==> src/rtl/uart_rx_ext.sv <==
// Configurable UART receiver: 5-8 data bits, none/even/odd parity, 1 or 2 stop bits,
// with break detection and a single-entry holding register with overrun reporting.
module uart_rx_ext #(
    parameter int DIV_WIDTH     = 8,
    parameter int GLITCH_FILTER = 2
) (
    input  logic                 clk,
    input  logic                 rst,
    input  logic                 rx,
    input  logic [DIV_WIDTH-1:0] div,
    input  logic [1:0]           cfg_bits,
    input  logic [1:0]           cfg_parity,
    input  logic                 cfg_stop2,
    output logic [7:0]           out_data,
    output logic                 out_perr,
    output logic                 out_ferr,
    output logic                 out_brk,
    output logic                 out_valid,
    input  logic                 out_ready,
    output logic                 ovr_stb,
    output logic [2:0]           dbg_state
);

    typedef enum logic [2:0] {
        S_IDLE    = 3'd0,
        S_START   = 3'd1,
        S_DATA    = 3'd2,
        S_PARITY  = 3'd3,
        S_STOP    = 3'd4,
        S_BRKWAIT = 3'd5
    } state_t;

    localparam int FCW = (GLITCH_FILTER > 1) ? $clog2(GLITCH_FILTER) : 1;

    logic           sync1, sync2;
    logic           rx_val, rx_fall;
    logic [FCW-1:0] flt_cnt;

    state_t               state;
    logic [DIV_WIDTH:0]   cnt;
    logic [DIV_WIDTH-1:0] div_q;
    logic [1:0]           nbits_q;
    logic [1:0]           par_q;
    logic                 stop2_q;
    logic [2:0]           bit_idx;
    logic [7:0]           shreg;
    logic                 par_acc;
    logic                 all_zero;
    logic                 perr_q, ferr_q, brk_q;
    logic                 stop_second;

    logic tick;
    logic frame_ferr, frame_brk;

    // Counter MSB is the borrow: it marks a sample cycle.
    assign tick       = cnt[DIV_WIDTH];
    assign frame_ferr = ferr_q | ~rx_val;
    assign frame_brk  = stop_second ? brk_q : (all_zero & ~rx_val);
    assign dbg_state  = state;

    // rx_val only follows the synchronized line once it has disagreed for
    // GLITCH_FILTER consecutive cycles; rx_fall marks the 1->0 update.
    always_ff @(posedge clk or posedge rst) begin
        if (rst) begin
            sync1   <= 1'b1;
            sync2   <= 1'b1;
            rx_val  <= 1'b1;
            rx_fall <= 1'b0;
            flt_cnt <= '0;
        end else begin
            sync1   <= rx;
            sync2   <= sync1;
            rx_fall <= 1'b0;
            if (sync2 == rx_val) begin
                flt_cnt <= '0;
            end else if (GLITCH_FILTER <= 1 || flt_cnt == FCW'(GLITCH_FILTER - 1)) begin
                rx_val  <= sync2;
                rx_fall <= rx_val;
                flt_cnt <= '0;
            end else begin
                flt_cnt <= flt_cnt + FCW'(1);
            end
        end
    end

    // Output handshake: a character moves to the consumer on any cycle where
    // out_valid & out_ready; a frame completing while out_valid & ~out_ready is dropped.
    always_ff @(posedge clk or posedge rst) begin
        if (rst) begin
            state       <= S_IDLE;
            cnt         <= '0;
            div_q       <= '0;
            nbits_q     <= '0;
            par_q       <= '0;
            stop2_q     <= 1'b0;
            bit_idx     <= '0;
            shreg       <= '0;
            par_acc     <= 1'b0;
            all_zero    <= 1'b0;
            perr_q      <= 1'b0;
            ferr_q      <= 1'b0;
            brk_q       <= 1'b0;
            stop_second <= 1'b0;
            out_data    <= '0;
            out_perr    <= 1'b0;
            out_ferr    <= 1'b0;
            out_brk     <= 1'b0;
            out_valid   <= 1'b0;
            ovr_stb     <= 1'b0;
        end else begin
            ovr_stb <= 1'b0;
            if (out_valid && out_ready)
                out_valid <= 1'b0;

            if (state == S_START || state == S_DATA || state == S_PARITY || state == S_STOP)
                cnt <= tick ? {1'b0, div_q} : cnt - (DIV_WIDTH+1)'(1);

            case (state)
                S_IDLE: begin
                    if (rx_fall) begin
                        state   <= S_START;
                        div_q   <= div;
                        nbits_q <= cfg_bits;
                        par_q   <= cfg_parity;
                        stop2_q <= cfg_stop2;
                        // First tick lands at mid start bit, (div>>1)+1 cycles after rx_fall.
                        cnt     <= {1'b0, div >> 1} - (DIV_WIDTH+1)'(1);
                    end
                end
                S_START: begin
                    if (tick) begin
                        if (rx_val) begin
                            state <= S_IDLE;
                        end else begin
                            state       <= S_DATA;
                            bit_idx     <= '0;
                            shreg       <= '0;
                            par_acc     <= 1'b0;
                            all_zero    <= 1'b1;
                            perr_q      <= 1'b0;
                            ferr_q      <= 1'b0;
                            brk_q       <= 1'b0;
                            stop_second <= 1'b0;
                        end
                    end
                end
                S_DATA: begin
                    if (tick) begin
                        shreg[bit_idx] <= rx_val;
                        par_acc        <= par_acc ^ rx_val;
                        all_zero       <= all_zero & ~rx_val;
                        bit_idx        <= bit_idx + 3'd1;
                        if (bit_idx == ({1'b0, nbits_q} + 3'd4))
                            state <= par_q[1] ? S_PARITY : S_STOP;
                    end
                end
                S_PARITY: begin
                    if (tick) begin
                        perr_q   <= par_acc ^ rx_val ^ par_q[0];
                        all_zero <= all_zero & ~rx_val;
                        state    <= S_STOP;
                    end
                end
                S_STOP: begin
                    if (tick) begin
                        if (stop2_q && !stop_second) begin
                            ferr_q      <= frame_ferr;
                            brk_q       <= frame_brk;
                            stop_second <= 1'b1;
                        end else begin
                            if (!out_valid || out_ready) begin
                                out_data  <= shreg;
                                out_perr  <= perr_q;
                                out_ferr  <= frame_ferr;
                                out_brk   <= frame_brk;
                                out_valid <= 1'b1;
                            end else begin
                                ovr_stb <= 1'b1;
                            end
                            state <= rx_val ? S_IDLE : S_BRKWAIT;
                        end
                    end
                end
                S_BRKWAIT: begin
                    if (rx_val)
                        state <= S_IDLE;
                end
                default: state <= S_IDLE;
            endcase
        end
    end

endmodule

==> config.mk <==
export PLATFORM = sky130hd
export DESIGN_NAME = uart_rx_ext
export DESIGN_NICKNAME = d
export VERILOG_FILES = /design/src/rtl/uart_rx_ext.sv
export SDC_FILE = /design/constraint.sdc
export NUM_CORES = 1
export LEC_CHECK = 0
export ABC_AREA = 1
export ABC_CLOCK_PERIOD_IN_PS = 1420
export BUFFER_PORTS_ARGS = -buffer_cell sky130_fd_sc_hd__buf_2
export CORE_MARGIN = 4
export CORE_UTILIZATION = 53
export DETAILED_ROUTE_END_ITERATION = 8
export HOLD_SLACK_MARGIN = 0.02
export MAX_ROUTING_LAYER = met4
export PLACE_DENSITY_LB_ADDON = 0.15
export SYNTH_ARGS = -nofsm -noshare
export SYNTH_HDL_FRONTEND = slang
export SYNTH_SLANG_ARGS = --single-unit
==> constraint.sdc <==
create_clock -name clk -period 1.42 [get_ports clk]
set_input_delay 0.071 -clock clk [delete_from_list [all_inputs] [get_ports clk]]
set_output_delay 0.071 -clock clk [all_outputs]
set_load 0.005 [all_outputs]
==> results of run 1 <==
==> state kept, by name, indices dropped and copies added (netlist names), 2 cells and up <==
| signal | cells |
|---|---|
| nbits_q | 2 |
| cnt | 9 |
| out_data | 8 |
| div_q | 8 |
| bit_idx | 3 |
| par_q | 2 |
| shreg | 8 |
| dbg_state | 3 |
==> final cells by class <==
class / count / area (um^2) / area share, %
inverter: 45 / 178.9 / 4.456
timing repair buffer: 82 / 605.6 / 15.08
tap: 72 / 90.09 / 2.244
sequential: 60 / 1505 / 37.49
clock buffer: 12 / 165.2 / 4.113
multi-input combinational: 277 / 1448 / 36.05
clock inverter: 4 / 22.52 / 0.5609
==> what timing repair did <==
item                       in CTS  in global routing
setup endpoints to repair      27                 40
gates resized for setup        14                 34
setup buffers                   6                  2
hold endpoints to repair       28                  0
pin swaps                       3                  5
hold buffers                   11                  0
==> worst max-delay path, cell delays in order (launching register included) <==
cell and delay [ps]:
dfrtp_1 410, buf_4 170, nand2_2 80, nor2_4 130, nand2_2 140, nand2_4 140, inv_1 70, o21ai_1 120
nand2_1 70
==> power breakdown <==
group	total, mW	switching (mW)	internal [mW]
logic	2.84	1.68	1.16
clock network	1.43	0.665	0.767
registers	2.51	0.319	2.19
==> worst paths after layout <==
check,start,endpoint,slack (ps),cells after the start
max in group asynchronous,rst,out_perr$_DFFE_PP0P_,570,4
setup reg to reg,dbg_state[1]$_DFFE_PP0P_,shreg[7]$_DFFE_PP0P_,-20,8
setup / recovery,dbg_state[1]$_DFFE_PP0P_,shreg[7]$_DFFE_PP0P_,-20,8
min in group asynchronous,rst,shreg[1]$_DFFE_PP0P_,300,3
hold / removal,div[7],div_q[7]$_DFFE_PP0P_,30,3
hold reg to reg,sync1$_DFF_PP1_,sync2$_DFF_PP1_,360,0
==> metrics by stage <==
stage	setup slack [ps]	std cells	TNS, ps	utilization [%]	cell area [um^2]
2_1_floorplan	-17.30	392	-57.73	-	3109
3_3_place_gp	-40.01	517	-188.2	63.55	3542
3_5_place_dp	-82.19	517	-791.3	63.55	3542
4_1_cts	3.668	550	0	70.33	3920
5_1_grt	-121.4	552	-2923	72.03	4015
6_report	-16.69	552	-65.52	72.03	4015
==> routing by layer <==
metal | vias up | track usage, % | routed length (um)
met5 | - | - | 0
met2 | 63 | 34.65 | 3350
li1 | 1432 | - | -
met4 | 0 | 5.899 | 126
met3 | 10 | 5.397 | 305
met1 | 1316 | 29.89 | 3366
==> logic make-up (layout without fill, tap and decap cells) <==
family                     Yosys count  after routing  synth area share (%)
muxes                                4              4                 1.453
DFF                                 60             60                 48.57
AOI/OAI and AO/OA                   73             73                 12.72
and+or+nand+nor                    192            192                 27.17
adders and majority gates            3              3                 1.211
xor gates and xnor gates             5              5                 1.413
buffers and inverters               55            143                 7.468
==> cell usage after synthesis, drive strengths merged, types with 4 or more instances <==
| master | number | area [um^2] |
|---|---|---|
| a21oi | 11 | 55.05 |
| clkbuf | 4 | 15.01 |
| inv | 44 | 165.2 |
| dfrtp | 57 | 1426 |
| buf | 6 | 47.54 |
| nand4 | 6 | 37.54 |
| mux2 | 4 | 45.04 |
| nand3 | 22 | 132.6 |
| o21ai | 57 | 300.3 |
| nor3 | 5 | 30.03 |
| nand2 | 111 | 424.2 |
| nor2 | 48 | 217.7 |
==> results.cfg, run 1 <==
[outcome]
status = complete, but fails checks
violations = setup timing

[route]
drtIter0Drc = 204
wl_per_cell_um = 12.95
wl_um = 7148
drtAntennaViolNets = 0
viasPerCell = 5.111
dr.pass1.iters = 4
drc = 0
vias = 2821

[placed_design]
io_buffers = 32
place_congestion = 0.8638
dp_hpwl_um = 5063

[timing]
max_clock_freq_mhz = 696.0
min_period_ps = 1437
whs_ps = 33.61
fin_crit_sh_pct = 101.2
finalSetupViolations = 9
relSlewSlack_pct = 67.80
drv_slew = 0
hold_viol_final = 0
fin_ws_ps = -16.69
skew_ps = 8.783
worstMarginPinSlew_ps = 481.9
rsz0062_at_grt = true

[logic_synthesis]
netlist_area_um2 = 3099
async_flop_share_pct = 100.0
ys.flop_type = dfrtp_1
ys_ff_latch = 60
yosys_warnings = 0
seq_area_frac_synth_pct = 48.57
synth_cells = 392
syn_nets = 412
avgSynthCellArea_um2 = 7.906
synth_enable_flop_cells = 0
yosysUniqueCellTypes = 32

[clock_network]
clk_pin_slew_worst_paths_ps = 70
cts_tree = built
clock_latency_ps = 330
cts_buffer_depth = 2
root_buffer = clkbuf_8
htreeDepth = 3
numCtsBuffers = 9
cts_sinks = 60

[global_routing]
grt_pass1_vias = 2777
grt_overflow = 0
grt_antenna_before_repair = 0
grt_max_degree = 40
grt_pass1_wl_um = 12540
grt_usage_pct = 22.43

[final_layout]
layout.nets = 495
antennaDiodeCount = 0
drive_gt1_share_pct = 28.96
final_common_cell = nand2_1
fillers = 459
final_cell_mix = 99 x nand2_1, 57 x dfrtp_1, 37 x nor2_1, 36 x inv_1, 32 x buf_2
syn_to_final_growth_pct = 29.55

[die]
num_rows = 27
coreArea_um2 = 5574
die_height_um = 84.47
die_w_um = 84.47
start_util_pct = 55.60
die_area_um2 = 7135
pin_count = 33

[worst_hold_path]
hp-class = in2reg

[critical_path]
endpoint_kind = flop
critPathRequiredTime_ps = 1640
crit_path_start_kind = flop
crit_type = reg2reg
crit_arrival_ps = 1660
path_max_fanout = 7

[pwr]
p_total_mw = 6.781
leakage_nw = 2.014
powerDensity_nw_per_um2 = 1689
peakVddDrop_mv = 0.9385

[job]
drv_cap = 0
Power figures use the tool's default switching activity.
==> inputs of run 2 (changes only) <==
Settings changed: ABC_AREA 1 to 0.
==> run 2 against run 1 <==
  * The run still ends with setup timing left
  * Sequential share of layout area shrank 5.8 points
  * Clock power about the same
  * Maximum frequency decreased by 18%
  * Routed wire length grew 40%
  * Total power is 28% higher
  * Final cell count down 7.4%
  * Register-to-register slack got worse by 310 ps
  * Clock skew grew 3.9 ps
  * Clock-buffer cell count decreased by 1
  * Critical path type unchanged
  * Largest cell class is now multi-input combinational cells
==> results.cfg, run 2 <==
[outcome]
violations = setup timing
status = complete, but fails checks

[job]
drv_cap = 0

[logic_synthesis]
synth_enable_flop_cells = 0
synth_area_leaders = dfrtp_1 46%, nand2_1 6.3%, o21ai_0 4.5%
yosys_warnings = 0
netlist_area_um2 = 3088
async_flop_share_pct = 100.0
synth_top_area_share_pct = 46.19
yosysMostFrequentCell = dfrtp_1
ys_ff_latch = 60
ys.flop_type = dfrtp_1
synth_top_area_cell = dfrtp_1
yosysUniqueCellTypes = 59
syn_nets = 337
netlist_top_cells_count = 57 x dfrtp_1, 52 x nand2_1, 28 x o21ai_0
synth_cells = 317
avgSynthCellArea_um2 = 9.741
seq_area_frac_synth_pct = 48.74

[clock_network]
cts_buffer_depth = 2
clock_latency_ps = 360
numCtsBuffers = 9
cts_tree = built
clk_pin_slew_worst_paths_ps = 70
cts_sinks = 60
htreeDepth = 3
root_buffer = clkbuf_8

[timing]
max_clock_freq_mhz = 571.0
finalSetupViolations = 49
fin_ws_ps = -331.3
min_period_ps = 1751
relSlewSlack_pct = 74.96
whs_ps = 28.23
finalSetupTns_ps = -6131
rsz0062_at_grt = true
fin_crit_sh_pct = 123.3
hold_viol_final = 0
skew_ps = 12.69
drv_slew = 0
worstMarginPinSlew_ps = 375.6

[route]
drc = 0
viasPerCell = 5.998
wl_per_cell_um = 19.62
drtIter0Drc = 307
dr_wl_met3_um = 694
top_layer_used = met4
dr.pass1.iters = 5
vias = 3065
drtAntennaViolNets = 0
wl_um = 10030
drt-met1-wl_um = 4073
wl_met2_um = 4902

[placed_design]
io_buffers = 32
pre_cts_slack_ps = -418.1
dp_hpwl_um = 4990
place_congestion = 0.9496

[die]
die_w_um = 84.33
die_height_um = 84.33
die_area_um2 = 7112
start_util_pct = 55.40
num_rows = 27
coreArea_um2 = 5574
pin_count = 33

[final_layout]
multiInputGateArea_um2 = 1881
antennaDiodeCount = 0
layout.nets = 454
top_register = cnt
syn_to_final_growth_pct = 54.50
largest_reg_flops = 9
fillers = 266
final_util_pct = 85.59
ff_latch_area_um2 = 1513
final_cell_mix = 51 x dfrtp_1, 45 x buf_4, 32 x nand2_1, 32 x buf_2, 30 x buf_6
drive_gt1_share_pct = 53.76
final_common_cell = dfrtp_1

[pwr]
p_total_mw = 8.664
leakage_nw = 2.213
powerDensity_nw_per_um2 = 1816
peakVddDrop_mv = 1.104

[global_routing]
grt_usage_pct = 25.58
grt_pass1_wl_um = 14050
grt_pass1_vias = 2886
grt_max_degree = 49
grt_antenna_before_repair = 0
grt_overflow = 0

[critical_path]
critical_path.max_stage_delay_ps = 590
crit_arrival_ps = 2050
crit_path_start_kind = flop
cp_slowest_cell = or4_4
critPathRequiredTime_ps = 1720
path_max_fanout = 4
endpoint_kind = flop
crit_type = reg2reg
crit_buf_inv = 0
path_cells = or4_4 > or3_1 > a311oi_2 > a221o_1
crit_family = simple AND/OR/NAND/NOR gates

[worst_hold_path]
hp-class = in2reg
## run 2: logic make-up (layout without fill, tap and decap cells)
group | count (synthesis) | count (layout) | synth area share [%]
AOI/OAI and AO/OA | 78 | 79 | 16.73
adders and majority gates | 3 | 3 | 1.216
buffers and inverters | 34 | 155 | 5.389
and+or+nand+nor | 118 | 118 | 20.14
DFF | 60 | 60 | 48.74
xor gates and xnor gates | 11 | 11 | 3.120
muxes | 13 | 13 | 4.660
## run 2: worst paths after layout
path | from | endpoint | slack, ps | depth (start not counted)
worst min register to register | sync1$_DFF_PP1_ | sync2$_DFF_PP1_ | 360 | 0
worst max-delay path | cnt[1]$_DFF_PP0_ | cnt[5]$_DFF_PP0_ | -330 | 4
min in group asynchronous | rst | div_q[0]$_DFFE_PP0P_ | 220 | 3
max in group asynchronous | rst | rx_val$_DFFE_PP1P_ | 630 | 4
worst min-delay path | out_ready | ovr_stb$_DFF_PP0_ | 30 | 3
worst max register to register | cnt[1]$_DFF_PP0_ | cnt[5]$_DFF_PP0_ | -330 | 4
## run 2: per-layer routing
| layer | global-route usage, % | up-vias |
|---|---|---|
| li1 | - | 1363 |
| met1 | 34.96 | 1485 |
| met2 | 38.45 | 176 |
| met3 | 4.514 | 41 |
| met4 | 9.353 | 0 |
| met5 | - | - |
## run 2: layout make-up
class / instances / share of cell area [%]
flip-flops and latches: 60 / 31.71
clock inverters: 5 / 0.7868
clock buffers: 11 / 2.964
well taps: 72 / 1.888
multi-input cells: 224 / 39.42
repair buffers: 124 / 21.98
inverters: 15 / 1.259
## run 2: stage by stage
| step | cell area, um^2 | instances |
|---|---|---|
| after floorplan | 3168 | 317 |
| after global placement | 3711 | 457 |
| after detailed placement | 3711 | 457 |
| after CTS | 4403 | 500 |
| after global routing | 4771 | 511 |
| final | 4771 | 511 |
## run 2: repair_timing
action	CTS	global route
setup endpoints to repair	50	53
cloned	3	0
pin swaps	27	35
gates resized for setup	86	66
hold buffers	13	0
endpoints found under the hold margin	24	0
buffers inserted	13	16
## run 2: worst register-to-register path, cell delays in order (launching register included)
cell      delay [ps]
dfrtp_1          420
or4_4            590
or3_1            350
a311oi_2         210
a221o_1          140
## run 2: where the power goes
| part | switching, mW | leakage, nW | internal, mW |
|---|---|---|---|
| sequential | 0.494 | 0.764 | 2.18 |
| combinational | 2.24 | 1.36 | 2.31 |
| clock | 0.756 | 0.0855 | 0.683 |
==> inputs of run 3 (changes only) <==
Settings changed: CORE_ASPECT_RATIO set to 0.75, CORE_MARGIN 4 to 5, SKIP_CTS_REPAIR_TIMING set to 1.
==> run 3 against run 2 <==
  * The flow still finishes with violations (setup timing)
  * Die area rose by 5.0%
  * Cell area fell by 0.73%
  * Final cell count grew 0.59%
  * First-iteration DRC count shrank 20%
  * Combinational power down 3%
  * Maximum frequency is 4.0% lower
  * Critical path type unchanged
  * Largest cell class unchanged
  * Highest routed layer unchanged
==> results.cfg, run 3 (synthesized netlist as in run 2, its figures left out) <==
[final_layout]
syn_to_final_growth_pct = 53.36
layout.nets = 451
final_util_pct = 82.57
final_cell_area_um2 = 4736
antennaDiodeCount = 0
fillers = 318
top_register = cnt
final_common_cell = dfrtp_1
final_cell_mix = 54 x dfrtp_1, 44 x buf_4, 31 x buf_2, 28 x nand2_1, 25 x buf_6
drive_gt1_share_pct = 50.92
largest_reg_flops = 9

[timing]
relSlewSlack_pct = 64.76
fin_crit_sh_pct = 128.5
skew_ps = 17.08
fin_ws_ps = -404.1
drv_slew = 0
min_period_ps = 1824
hold_viol_final = 0
rsz0062_at_grt = true
finalSetupViolations = 53
whs_ps = 17.94
max_clock_freq_mhz = 548.2
worstMarginPinSlew_ps = 527.6

[die]
start_util_pct = 53.84
num_rows = 24
die_height_um = 76.11
die_area_um2 = 7469
pin_count = 33
die_w_um = 98.14
coreArea_um2 = 5736

[outcome]
violations = setup timing
status = complete, but fails checks

[global_routing]
grt_max_degree = 23
grt_pass1_wl_um = 12540
met1_usage_pct = 31.01
grt_pass1_vias = 2542
top_usage_layer = met1
grt_antenna_before_repair = 0
met3_usage_pct = 6.496
grt_usage_pct = 21.35
grt_overflow = 0
use_met2_pct = 28.87

[critical_path]
crit_type = reg2reg
crit_path_start_kind = flop
reg2reg_depth = 4
crit_arrival_ps = 2040
endpoint_kind = flop
critPathRequiredTime_ps = 1640
path_max_fanout = 4

[placed_design]
dp_hpwl_um = 5335
place_congestion = 0.9166
placed_cell_area_um2 = 3731
io_buffers = 32

[route]
viasPerCell = 5.815
drc = 0
vias = 2989
wl_per_cell_um = 18.73
drtIter0Drc = 246
wl_um = 9626
dr.pass1.iters = 4
drtAntennaViolNets = 0

[pwr]
leakage_nw = 2.204
powerDensity_nw_per_um2 = 1801
p_total_mw = 8.528
peakVddDrop_mv = 1.091

[worst_hold_path]
hp-class = in2reg
hold_depth = 3

[clock_network]
cts_sinks = 60
clock_latency_ps = 360
numCtsBuffers = 9
htreeDepth = 3
cts_tree = built
clk_pin_slew_worst_paths_ps = 70
cts_buffer_depth = 2
root_buffer = clkbuf_8

[job]
drv_cap = 0
==> run 3: cell count changes in the layout (fill, tap and decap cells not counted), moves of 3 or more <==
cell / delta
buf_12: +4
nand2_2: +4
dfrtp_2: -3
o21ai_2: -3
nand2_1: -4
dfrtp_1: +3
o31ai_2: -3
buf_6: -5
==> run 3: worst max-delay path: stages (launching register included) <==
cell     delay [ps]
dfrtp_1         400
or4_4           590
nor4_2          200
a41oi_2         160
o31ai_1         340
==> run 3: per-stage QoR <==
stage	TNS, ps	std cells	worst slack, ps
after floorplan	-4995	317	-328.1
after global placement	-5974	463	-372.5
after detailed placement	-8194	463	-431.8
after CTS	-9284	479	-460.8
after global routing	-11980	514	-482.6
final	-9241	514	-404.1
==> run 3: path summary, 6_finish.rpt <==
check                                     endpoint  slack [ps]        startpoint
hold / removal                   ovr_stb$_DFF_PP0_          20         out_ready
setup reg to reg                  cnt[7]$_DFF_PP0_        -400  cnt[1]$_DFF_PP0_
max in group asynchronous         cnt[0]$_DFF_PP0_         500               rst
hold reg to reg                    sync2$_DFF_PP1_         360   sync1$_DFF_PP1_
setup / recovery                  cnt[7]$_DFF_PP0_        -400  cnt[1]$_DFF_PP0_
min in group asynchronous  stop_second$_DFFE_PP0P_         290               rst
==> run 3: area by class of cell <==
cell class / count / area (um^2) / area share (%)
flip-flops and latches: 60 / 1509 / 31.86
clock buffers: 12 / 155.1 / 3.276
repair buffers: 120 / 1062 / 22.43
well taps: 78 / 97.59 / 2.061
clock inverters: 4 / 25.02 / 0.5284
multi-input cells: 225 / 1827 / 38.57
inverters: 15 / 60.06 / 1.268
==> run 3: report_power, final <==
| group | total [mW] | internal [mW] | switching, mW | leakage [nW] |
|---|---|---|---|---|
| registers | 2.68 | 2.17 | 0.506 | 0.767 |
| clock network | 1.43 | 0.722 | 0.705 | 0.0884 |
| logic | 4.42 | 2.28 | 2.14 | 1.35 |
| total | 8.53 | 5.18 | 3.35 | 2.20 |
==> run 3: per-layer routing <==
layer | vias to the layer above | routed length [um]
li1 | 1360 | -
met4 | 0 | 308
met5 | - | 0
met3 | 33 | 661
met2 | 124 | 4447
met1 | 1472 | 4209
